**src/rtl/mem_access_sequencer.sv**
```systemverilog
`default_nettype none
// ============================================================================
//  Module   : mem_access_sequencer
//  Purpose  : Arbitrates stack / MMR / fetch requests and drives a registered
//             address and route select to the memory demux; owns the stack pointer.
//  Revision : 1.0
// ============================================================================
module mem_access_sequencer #(
  parameter int                ADDR_W     = 12,
  parameter logic [ADDR_W-1:0] SP_RESET   = 12'hFFF,
  parameter logic [ADDR_W-1:0] STACK_BASE = 12'hF00,
  parameter int                MEM_LAT    = 2
) (
  input  logic              clk,
  input  logic              rst,
  input  logic              fetch_req,
  input  logic [ADDR_W-1:0] fetch_addr,
  input  logic              mmr_req,
  input  logic [ADDR_W-1:0] mmr_addr,
  input  logic              push_req,
  input  logic              pop_req,
  output logic [ADDR_W-1:0] addr,
  output logic [1:0]        sel,
  output logic              mem_en,
  output logic              fetch_gnt,
  output logic              mmr_gnt,
  output logic              stk_gnt,
  output logic [ADDR_W-1:0] sp,
  output logic              stk_ovf,
  output logic              stk_unf
);

  typedef enum logic [0:0] {
    ST_IDLE   = 1'b0,
    ST_ACCESS = 1'b1
  } state_t;

  localparam logic [1:0]        SEL_FETCH = 2'd0;
  localparam logic [1:0]        SEL_MMR   = 2'd1;
  localparam logic [1:0]        SEL_STK   = 2'd2;
  localparam logic [1:0]        SEL_IDLE  = 2'd3;
  localparam logic [3:0]        CNT_LOAD  = 4'(MEM_LAT);
  localparam logic [ADDR_W-1:0] SP_ONE    = {{(ADDR_W-1){1'b0}}, 1'b1};

  state_t            state_q, state_d;
  logic [ADDR_W-1:0] addr_q, addr_d;
  logic [1:0]        sel_q, sel_d;
  logic              mem_en_q, mem_en_d;
  logic [3:0]        cnt_q, cnt_d;
  logic [ADDR_W-1:0] sp_q, sp_d;
  logic              ovf_q, ovf_d;
  logic              unf_q, unf_d;
  logic              fetch_gnt_q, fetch_gnt_d;
  logic              mmr_gnt_q, mmr_gnt_d;
  logic              stk_gnt_q, stk_gnt_d;

  // cnt is loaded with MEM_LAT so the grant lands in the cnt==0 cycle,
  // MEM_LAT+1 cycles after the request was seen in IDLE.
  always_comb begin
    state_d     = state_q;
    addr_d      = addr_q;
    sel_d       = sel_q;
    mem_en_d    = mem_en_q;
    cnt_d       = cnt_q;
    sp_d        = sp_q;
    ovf_d       = ovf_q;
    unf_d       = unf_q;
    fetch_gnt_d = 1'b0;
    mmr_gnt_d   = 1'b0;
    stk_gnt_d   = 1'b0;

    case (state_q)
      ST_IDLE: begin
        // A rejected stack op still holds its request during its grant cycle.
        if (!stk_gnt_q) begin
          if (push_req) begin
            if (sp_q < STACK_BASE) begin
              ovf_d     = 1'b1;
              stk_gnt_d = 1'b1;
            end else begin
              addr_d   = sp_q;
              sel_d    = SEL_STK;
              mem_en_d = 1'b1;
              sp_d     = sp_q - SP_ONE;
              cnt_d    = CNT_LOAD;
              state_d  = ST_ACCESS;
            end
          end else if (pop_req) begin
            if (sp_q == SP_RESET) begin
              unf_d     = 1'b1;
              stk_gnt_d = 1'b1;
            end else begin
              addr_d   = sp_q + SP_ONE;
              sel_d    = SEL_STK;
              mem_en_d = 1'b1;
              sp_d     = sp_q + SP_ONE;
              cnt_d    = CNT_LOAD;
              state_d  = ST_ACCESS;
            end
          end else if (mmr_req) begin
            addr_d   = mmr_addr;
            sel_d    = SEL_MMR;
            mem_en_d = 1'b1;
            cnt_d    = CNT_LOAD;
            state_d  = ST_ACCESS;
          end else if (fetch_req) begin
            addr_d   = fetch_addr;
            sel_d    = SEL_FETCH;
            mem_en_d = 1'b1;
            cnt_d    = CNT_LOAD;
            state_d  = ST_ACCESS;
          end
        end
      end

      ST_ACCESS: begin
        if (cnt_q == 4'd0) begin
          state_d  = ST_IDLE;
          addr_d   = '0;
          sel_d    = SEL_IDLE;
          mem_en_d = 1'b0;
        end else begin
          cnt_d = cnt_q - 4'd1;
          if (cnt_q == 4'd1) begin
            case (sel_q)
              SEL_FETCH: fetch_gnt_d = 1'b1;
              SEL_MMR:   mmr_gnt_d   = 1'b1;
              default:   stk_gnt_d   = 1'b1;
            endcase
          end
        end
      end

      default: begin
        state_d  = ST_IDLE;
        addr_d   = '0;
        sel_d    = SEL_IDLE;
        mem_en_d = 1'b0;
      end
    endcase
  end

  always_ff @(posedge clk) begin
    if (rst) begin
      state_q     <= ST_IDLE;
      addr_q      <= '0;
      sel_q       <= SEL_IDLE;
      mem_en_q    <= 1'b0;
      cnt_q       <= 4'd0;
      sp_q        <= SP_RESET;
      ovf_q       <= 1'b0;
      unf_q       <= 1'b0;
      fetch_gnt_q <= 1'b0;
      mmr_gnt_q   <= 1'b0;
      stk_gnt_q   <= 1'b0;
    end else begin
      state_q     <= state_d;
      addr_q      <= addr_d;
      sel_q       <= sel_d;
      mem_en_q    <= mem_en_d;
      cnt_q       <= cnt_d;
      sp_q        <= sp_d;
      ovf_q       <= ovf_d;
      unf_q       <= unf_d;
      fetch_gnt_q <= fetch_gnt_d;
      mmr_gnt_q   <= mmr_gnt_d;
      stk_gnt_q   <= stk_gnt_d;
    end
  end

  assign addr      = addr_q;
  assign sel       = sel_q;
  assign mem_en    = mem_en_q;
  assign fetch_gnt = fetch_gnt_q;
  assign mmr_gnt   = mmr_gnt_q;
  assign stk_gnt   = stk_gnt_q;
  assign sp        = sp_q;
  assign stk_ovf   = ovf_q;
  assign stk_unf   = unf_q;

endmodule
`default_nettype wire
```
**config.mk**
```make
export PLATFORM = sky130hd
export DESIGN_NAME = mem_access_sequencer
export DESIGN_NICKNAME = d
export VERILOG_FILES = /design/src/rtl/mem_access_sequencer.sv
export SDC_FILE = /design/constraint.sdc
export NUM_CORES = 1
export LEC_CHECK = 0
export ABC_CLOCK_PERIOD_IN_PS = 2300
export BUFFER_PORTS_ARGS = -buffer_cell sky130_fd_sc_hd__buf_2
export CAP_MARGIN = 15
export CORE_MARGIN = 2
export CORE_UTILIZATION = 52
export CTS_CLUSTER_SIZE = 40
export DETAILED_ROUTE_END_ITERATION = 16
export PLACE_DENSITY = 0.81
export SLEW_MARGIN = 20
export SYNTH_ARGS = -nofsm -noshare
export SYNTH_HDL_FRONTEND = slang
export SYNTH_SLANG_ARGS = --single-unit
```
**constraint.sdc**
```tcl
create_clock -name clk -period 2.3 [get_ports clk]
set_clock_uncertainty 0.05 [all_clocks]
set_input_delay 0.46 -clock clk [delete_from_list [all_inputs] [get_ports clk]]
set_output_delay 0.46 -clock clk [all_outputs]
set_load 0.03 [all_outputs]
```
==> results_dict.tcl, run 1 <==
set metrics [dict create \
    postRouteAntennaNets 0 \
    layout-drive-gt1-share_pct 29.2 \
    syn_inst 282 \
    drtIter0Drc 224 \
    grt_pass1_vias 2062 \
    internal_power_mw 2.23 \
    ys_seq_area_share_pct 32.6 \
    critPathLaunchType "flip-flop" \
    fillers 380 \
    place.port_buffers 61 \
    clock.fmax_mhz 467 \
    ys_warn_count 0 \
    critPathMaxFanout 10 \
    hp-start "addr[4]" \
    ys_seq_elements 37 \
    synth_most_common_cell "dfxtp_1" \
    synth-simple-area-share_pct 26.5 \
    rsz0062_at_grt "false" \
    hold_viol 0 \
    die_w_um 70.1 \
    cp_slowest_stage_delay_ns 0.74 \
    setup_tns_ns 0 \
    synth_edf_count 0 \
    tritoncts "done" \
    arrival_ns 2.28 \
    min_period_over_period_pct 93.2 \
    post-cts-setup-buffer-count 0 \
    worstReg2RegStart "sp[11]" \
    power_density_mw_per_mm2 1510 \
    synth_xor_area_share_pct 4.24 \
    syn_to_final_growth_pct 24.3 \
    power_frac_seq_pct 25.4 \
    cts_sinks 37 \
    reg2reg_depth 5 \
    core-area_sq_mm 0.00429 \
    cp-startpoint "sp[11]" \
    p_leak_nw 1.23 \
    wl_per_cell_um 15.2 \
    antenna_found_initial 0 \
    fin_crit_ns 2.14 \
    routed_wl_um 6100 \
    switching_share_pct 47.8 \
    crit_chain "nand4_4 -> or4_1 -> nand2_4 -> a31oi_1 -> a211o_1" \
    timing.slew.headroom_pct 67.9 \
    cts-root-buf "clkbuf_8" \
    drc 0 \
    overflow 0 \
    grt_max_degree 32 \
    worstSkewPairLatency_ns 0.30 \
    worstHoldPathType "flip-flop to flip-flop" \
    yosys.area.top_type "dfxtp_1" \
    async_flop_share_pct 0 \
    synth_top_family_by_area "simple AND/OR/NAND/NOR gates" \
    worstReg2RegEnd "sp[4]" \
    syn_nets 317 \
    r2r_slack_ns 0.16 \
    initial_core_util_pct 53.0 \
    crit_end "sp[4]" \
    rows 24 \
    synth_area_sq_mm 0.00227 \
    cts_inserted_buffers 5 \
    critPathRequiredTime_ns 2.44 \
    yosysTopAreaCellShare_pct 32.6 \
    via_count 2359 \
    globalplace.congestion 0.946 \
    postCtsResizedCells 0 \
    avgViaCountPerCell 5.88 \
    pwr-share-comb_pct 60.5 \
    synthAdderAreaFrac_pct 2.75 \
    die_h_um 70.1 \
    synth_cell_types 56 \
    num_antenna_cells 0 \
    worst_slew_pin_slew_ns 0.477 \
    final_nets 383 \
    synthTopCellsByArea "dfxtp_1 (33%), nand2_1 (5.1%), nor2_1 (3.8%), mux2i_1 (3.5%), ha_1 (2.8%)" \
    dieArea_sq_mm 0.00492 \
    status "finished, final reports clean" \
    finalSetupViolCount 0 \
    ir_worst_vdd_mv 0.724 \
    power_switching_mw 2.04 \
    grt_usage_pct 25.2 \
    synth.avg_cell_area_sq_um 8.07 \
    io-pin-count 62 \
    synthMuxAreaShare_pct 4.02 \
    grt_first_pass_wirelength_um 9940 \
    critPathKind "flip-flop to flip-flop" \
    whs_ns 0.397 \
    hold_buffers 0 \
    clkPwrFrac_pct 14.1 \
    drv_slew 0 \
    slowest_stage "or4_1" \
    clockBufferDepth 2 \
    worstSetupEndpointType "flip-flop" \
    dpl_cell_area_sq_mm 0.00271 \
    post-dp-hpwl_um 4430 \
    fin_area_sq_mm 0.00283 \
    drtPass1Iterations 4 \
    synth_compound_area_share_pct 23.5 \
    total_power_mw 4.26 \
    cts-htree-levels 2 \
    cts.clk_slew.worst_paths_ns 0.08 \
    synthTopCellsByCount "dfxtp_1 (37), nand2_1 (31), nor2_1 (23)" \
    ys.flop_type "dfxtp_1" \
    max-cap-violations 0 \
]
per-layer routing:
metal	wire (um)	vias to the layer above	part of all wire [%]	track usage, %
li1	-	1153	-	-
met4	140	0	2.3	8.76
met5	0	-	0	0
met2	2790	115	46	38.9
met1	2690	1075	44	34.6
met3	479	16	7.8	5.92
state kept, by name (all words and copies together), names as in the netlist:
name       cells
addr          12
sp            12
cnt_q          4
sel            2
fetch_gnt      1
mem_en         1
mmr_gnt        1
state_q        1
stk_gnt        1
stk_ovf        1
stk_unf        1
area by class of cell:
class / count / area [sq um] / area share [%]
multi-input combinational: 212 / 1390 / 49.1
sequential: 37 / 743 / 26.3
timing repair buffer: 81 / 468 / 16.6
clock buffer: 6 / 82.6 / 2.92
tap: 52 / 65.1 / 2.30
inverter: 11 / 41.3 / 1.46
clock inverter: 2 / 37.5 / 1.33
cell families after synthesis:
kind of cell / count (synthesis)
adder cells (fa/ha/maj): 5
AND/OR/NAND/NOR: 114
buffers and inverters: 33
AO/OA/AOI/OAI: 73
XOR/XNOR: 11
flip-flops: 37
multiplexers: 9
worst max-delay path, delay by kind of cell, from the launching register on:
| kind | cells | cell delay (ns) |
|---|---|---|
| simple gates | 3 | 1.17 |
| compound gates | 2 | 0.33 |
| flops | 1 | 0.50 |
cells in the final DEF (no fill, tap or decap), types with 5 or more instances in the layout:
master / synthesis / final
mux2i_1: 8 / 8
o21ai_0: 5 / 5
nor2_1: 23 / 23
a21oi_1: 12 / 12
a31oi_1: 8 / 8
o22ai_1: 7 / 7
nand2_1: 31 / 31
nor3_1: 11 / 11
ha_1: 5 / 5
inv_1: 11 / 11
buf_4: 3 / 19
buf_2: 8 / 61
xor2_1: 6 / 6
clkbuf_8: 0 / 6
dfxtp_1: 37 / 35
xnor2_1: 5 / 5
o21ai_1: 7 / 7
nand3_1: 8 / 8
nand4_1: 5 / 5
nor2b_1: 8 / 8
a211oi_1: 7 / 7
how the worst min path moves through the flow:
stage / end / slack (ns) / cells after the start
2_1_floorplan: cnt_q[3] / 0.48 / 2
3_3_place_gp: addr[8] / 0.38 / 2
3_5_place_dp: addr[5] / 0.39 / 2
4_1_cts: addr[4] / 0.40 / 2
5_1_grt: addr[6] / 0.42 / 2
6_report: addr[4] / 0.40 / 2
per-stage QoR:
stage,util (%),worst slack [ns],std cells
after floorplan,-,0.0975,282
after global placement,63.0,0.154,393
after detailed placement,63.0,0.121,393
after CTS,65.8,0.178,401
after global routing,65.8,0.0158,401
final,65.8,0.157,401
power groups by stage:
stage	clock, mW	sequential (mW)	combinational [mW]
detailed placement	0	1.09	2.53
CTS	0.601	1.08	2.55
global placement	0	1.08	2.48
floorplan	0	1.45	1.45
finish	0.602	1.08	2.58
global route	0.631	1.12	2.79
No activity file was read; power rests on OpenSTA's default activity.
==> run 2, diff against run 1 <==
--- a/config.mk
+++ b/config.mk
@@ -5,14 +5,14 @@
 export SDC_FILE = /design/constraint.sdc
 export NUM_CORES = 1
 export LEC_CHECK = 0
-export ABC_CLOCK_PERIOD_IN_PS = 2300
+export ABC_CLOCK_PERIOD_IN_PS = 2600
 export BUFFER_PORTS_ARGS = -buffer_cell sky130_fd_sc_hd__buf_2
 export CAP_MARGIN = 15
 export CORE_MARGIN = 2
-export CORE_UTILIZATION = 52
+export CORE_UTILIZATION = 55
 export CTS_CLUSTER_SIZE = 40
 export DETAILED_ROUTE_END_ITERATION = 16
-export PLACE_DENSITY = 0.81
+export PLACE_DENSITY = 0.85
 export SLEW_MARGIN = 20
 export SYNTH_ARGS = -nofsm -noshare
 export SYNTH_HDL_FRONTEND = slang
==> constraint.sdc (replaced) <==
create_clock -name clk -period 2.6 [get_ports clk]
set_clock_uncertainty 0.05 [all_clocks]
set_input_delay 0.52 -clock clk [delete_from_list [all_inputs] [get_ports clk]]
set_output_delay 0.52 -clock clk [all_outputs]
set_load 0.03 [all_outputs]
==> results_dict.tcl, run 2 (synthesis gave the netlist of run 1 again) <==
set metrics [dict create \
    critPathKind "flip-flop to flip-flop" \
    rows 23 \
    hold_viol 0 \
    routed_wl_um 6250 \
    globalplace.congestion 0.950 \
    timing.slew.headroom_pct 67.8 \
    reg2reg_depth 6 \
    clockBufferDepth 2 \
    drv_slew 0 \
    power_density_mw_per_mm2 1330 \
    drtPass1Iterations 5 \
    met1_length_um 2730 \
    grt_pass1_vias 2059 \
    postRouteAntennaNets 0 \
    worstSkewPairLatency_ns 0.30 \
    wl_per_cell_um 16.1 \
    fin_area_sq_mm 0.00275 \
    layout-drive-gt1-share_pct 26.8 \
    fillers 336 \
    initial_core_util_pct 56.9 \
    cts-htree-levels 2 \
    post-cts-setup-buffer-count 0 \
    status "finished, final reports clean" \
    final_common_cell "buf_2" \
    max-cap-violations 0 \
    ir_worst_vdd_mv 0.631 \
    final_cell_mix "buf_2 (61), dfxtp_1 (37), nand2_1 (31)" \
    min_period_over_period_pct 93.4 \
    clock.fmax_mhz 412 \
    r2r_slack_ns 0.17 \
    dr_wl_met2_um 2940 \
    grt_usage_pct 27.2 \
    critPathLaunchType "flip-flop" \
    crit_end "cnt_q[1]" \
    arrival_ns 2.54 \
    syn_to_final_growth_pct 20.9 \
    via_count 2369 \
    crit_buf_inv 0 \
    critPathRequiredTime_ns 2.71 \
    tritoncts "done" \
    post-dp-hpwl_um 4330 \
    cts_sinks 37 \
    grt_max_degree 33 \
    critPathMaxFanout 9 \
    slowest_stage "or4_4" \
    multi_input_area_sq_mm 0.00139 \
    hold_buffers 0 \
    cts.clk_slew.worst_paths_ns 0.08 \
    core-area_sq_mm 0.00400 \
    drc 0 \
    worst-path-stages 6 \
    die_w_um 68.3 \
    worstReg2RegStart "sp[1]" \
    place.port_buffers 61 \
    p_leak_nw 1.19 \
    die_h_um 68.3 \
    rsz0062_at_grt "false" \
    setup_tns_ns 0 \
    whs_ns 0.401 \
    cts-root-buf "clkbuf_8" \
    finalSetupViolCount 0 \
    wl_met3_um 529 \
    io-pin-count 62 \
    overflow 0 \
    final_nets 373 \
    ff_latch_area_sq_um 741 \
    dieArea_sq_mm 0.00467 \
    drtIter0Drc 296 \
    crit_chain "ha_1 -> nand4_1 -> or4_4 -> and2_1 -> nor3_1 -> a211oi_1" \
    routed.top_layer "met4" \
    dpl_cell_area_sq_mm 0.00263 \
    fin_crit_ns 2.43 \
    cp_slowest_stage_delay_ns 0.62 \
    worst_slew_pin_slew_ns 0.479 \
    cp-startpoint "sp[1]" \
    avgViaCountPerCell 6.09 \
    cts_inserted_buffers 5 \
    grt_first_pass_wirelength_um 9460 \
    worstHoldPathType "flip-flop to flip-flop" \
    crit_family "simple AND/OR/NAND/NOR gates" \
    num_antenna_cells 0 \
    antenna_found_initial 0 \
    worstSetupEndpointType "flip-flop" \
    worstReg2RegEnd "cnt_q[1]" \
]
run 2: stage by stage:
stage          std cells  power, mW  util, %  setup WS, ns
2_1_floorplan        282       2.57        -         0.230
3_3_place_gp         381       3.02     65.7         0.313
3_5_place_dp         381       3.07     65.7         0.186
4_1_cts              389       3.62     68.7         0.155
5_1_grt              389       3.88     68.8       0.00754
6_report             389       3.66     68.8         0.171
run 2: cell type report:
cell class              instances  share of cell area (%)
clock buffers                   6                    3.00
clock inverters                 2                    1.36
inverters                      11                    1.50
multi-input cells             212                    50.6
flip-flops and latches         37                    26.9
well taps                      50                    2.27
repair buffers                 71                    14.3
run 2: worst reg2reg max path, delay by kind of cell (launching register included):
kind / cells / cell delay, ns
AND/OR/NAND/NOR: 4 / 1.38
flip-flops: 1 / 0.48
adder cells (fa/ha/maj): 1 / 0.33
AO/OA/AOI/OAI: 1 / 0.08
run 2: timing repair:
action | 4_1_cts | 5_1_grt
setup endpoints to repair | 0 | 1
gates resized for setup | 0 | 1
endpoints found under the hold margin | 0 | 0
run 2: worst min path at each step:
stage,start,end,slack [ns],depth (start not counted)
2_1_floorplan,cnt_q[3],cnt_q[3],0.48,2
3_3_place_gp,addr[8],addr[8],0.38,2
3_5_place_dp,addr[5],addr[5],0.39,2
4_1_cts,addr[5],addr[5],0.40,2
5_1_grt,addr[8],addr[8],0.43,2
6_report,addr[5],addr[5],0.40,2
run 2: report_power, final:
group / total [mW] / internal, mW / switching, mW / leakage (nW)
Combinational: 2.12 / 0.794 / 1.32 / 0.831
Clock: 0.531 / 0.312 / 0.219 / 0.0574
Sequential: 1.02 / 0.772 / 0.245 / 0.305
run 2: metal layers:
| metal | up-vias | track usage [%] |
|---|---|---|
| met1 | 1101 | 35.2 |
| met3 | 7 | 8.22 |
| met5 | - | 0 |
| met2 | 120 | 43.0 |
| li1 | 1141 | - |
| met4 | 0 | 9.00 |
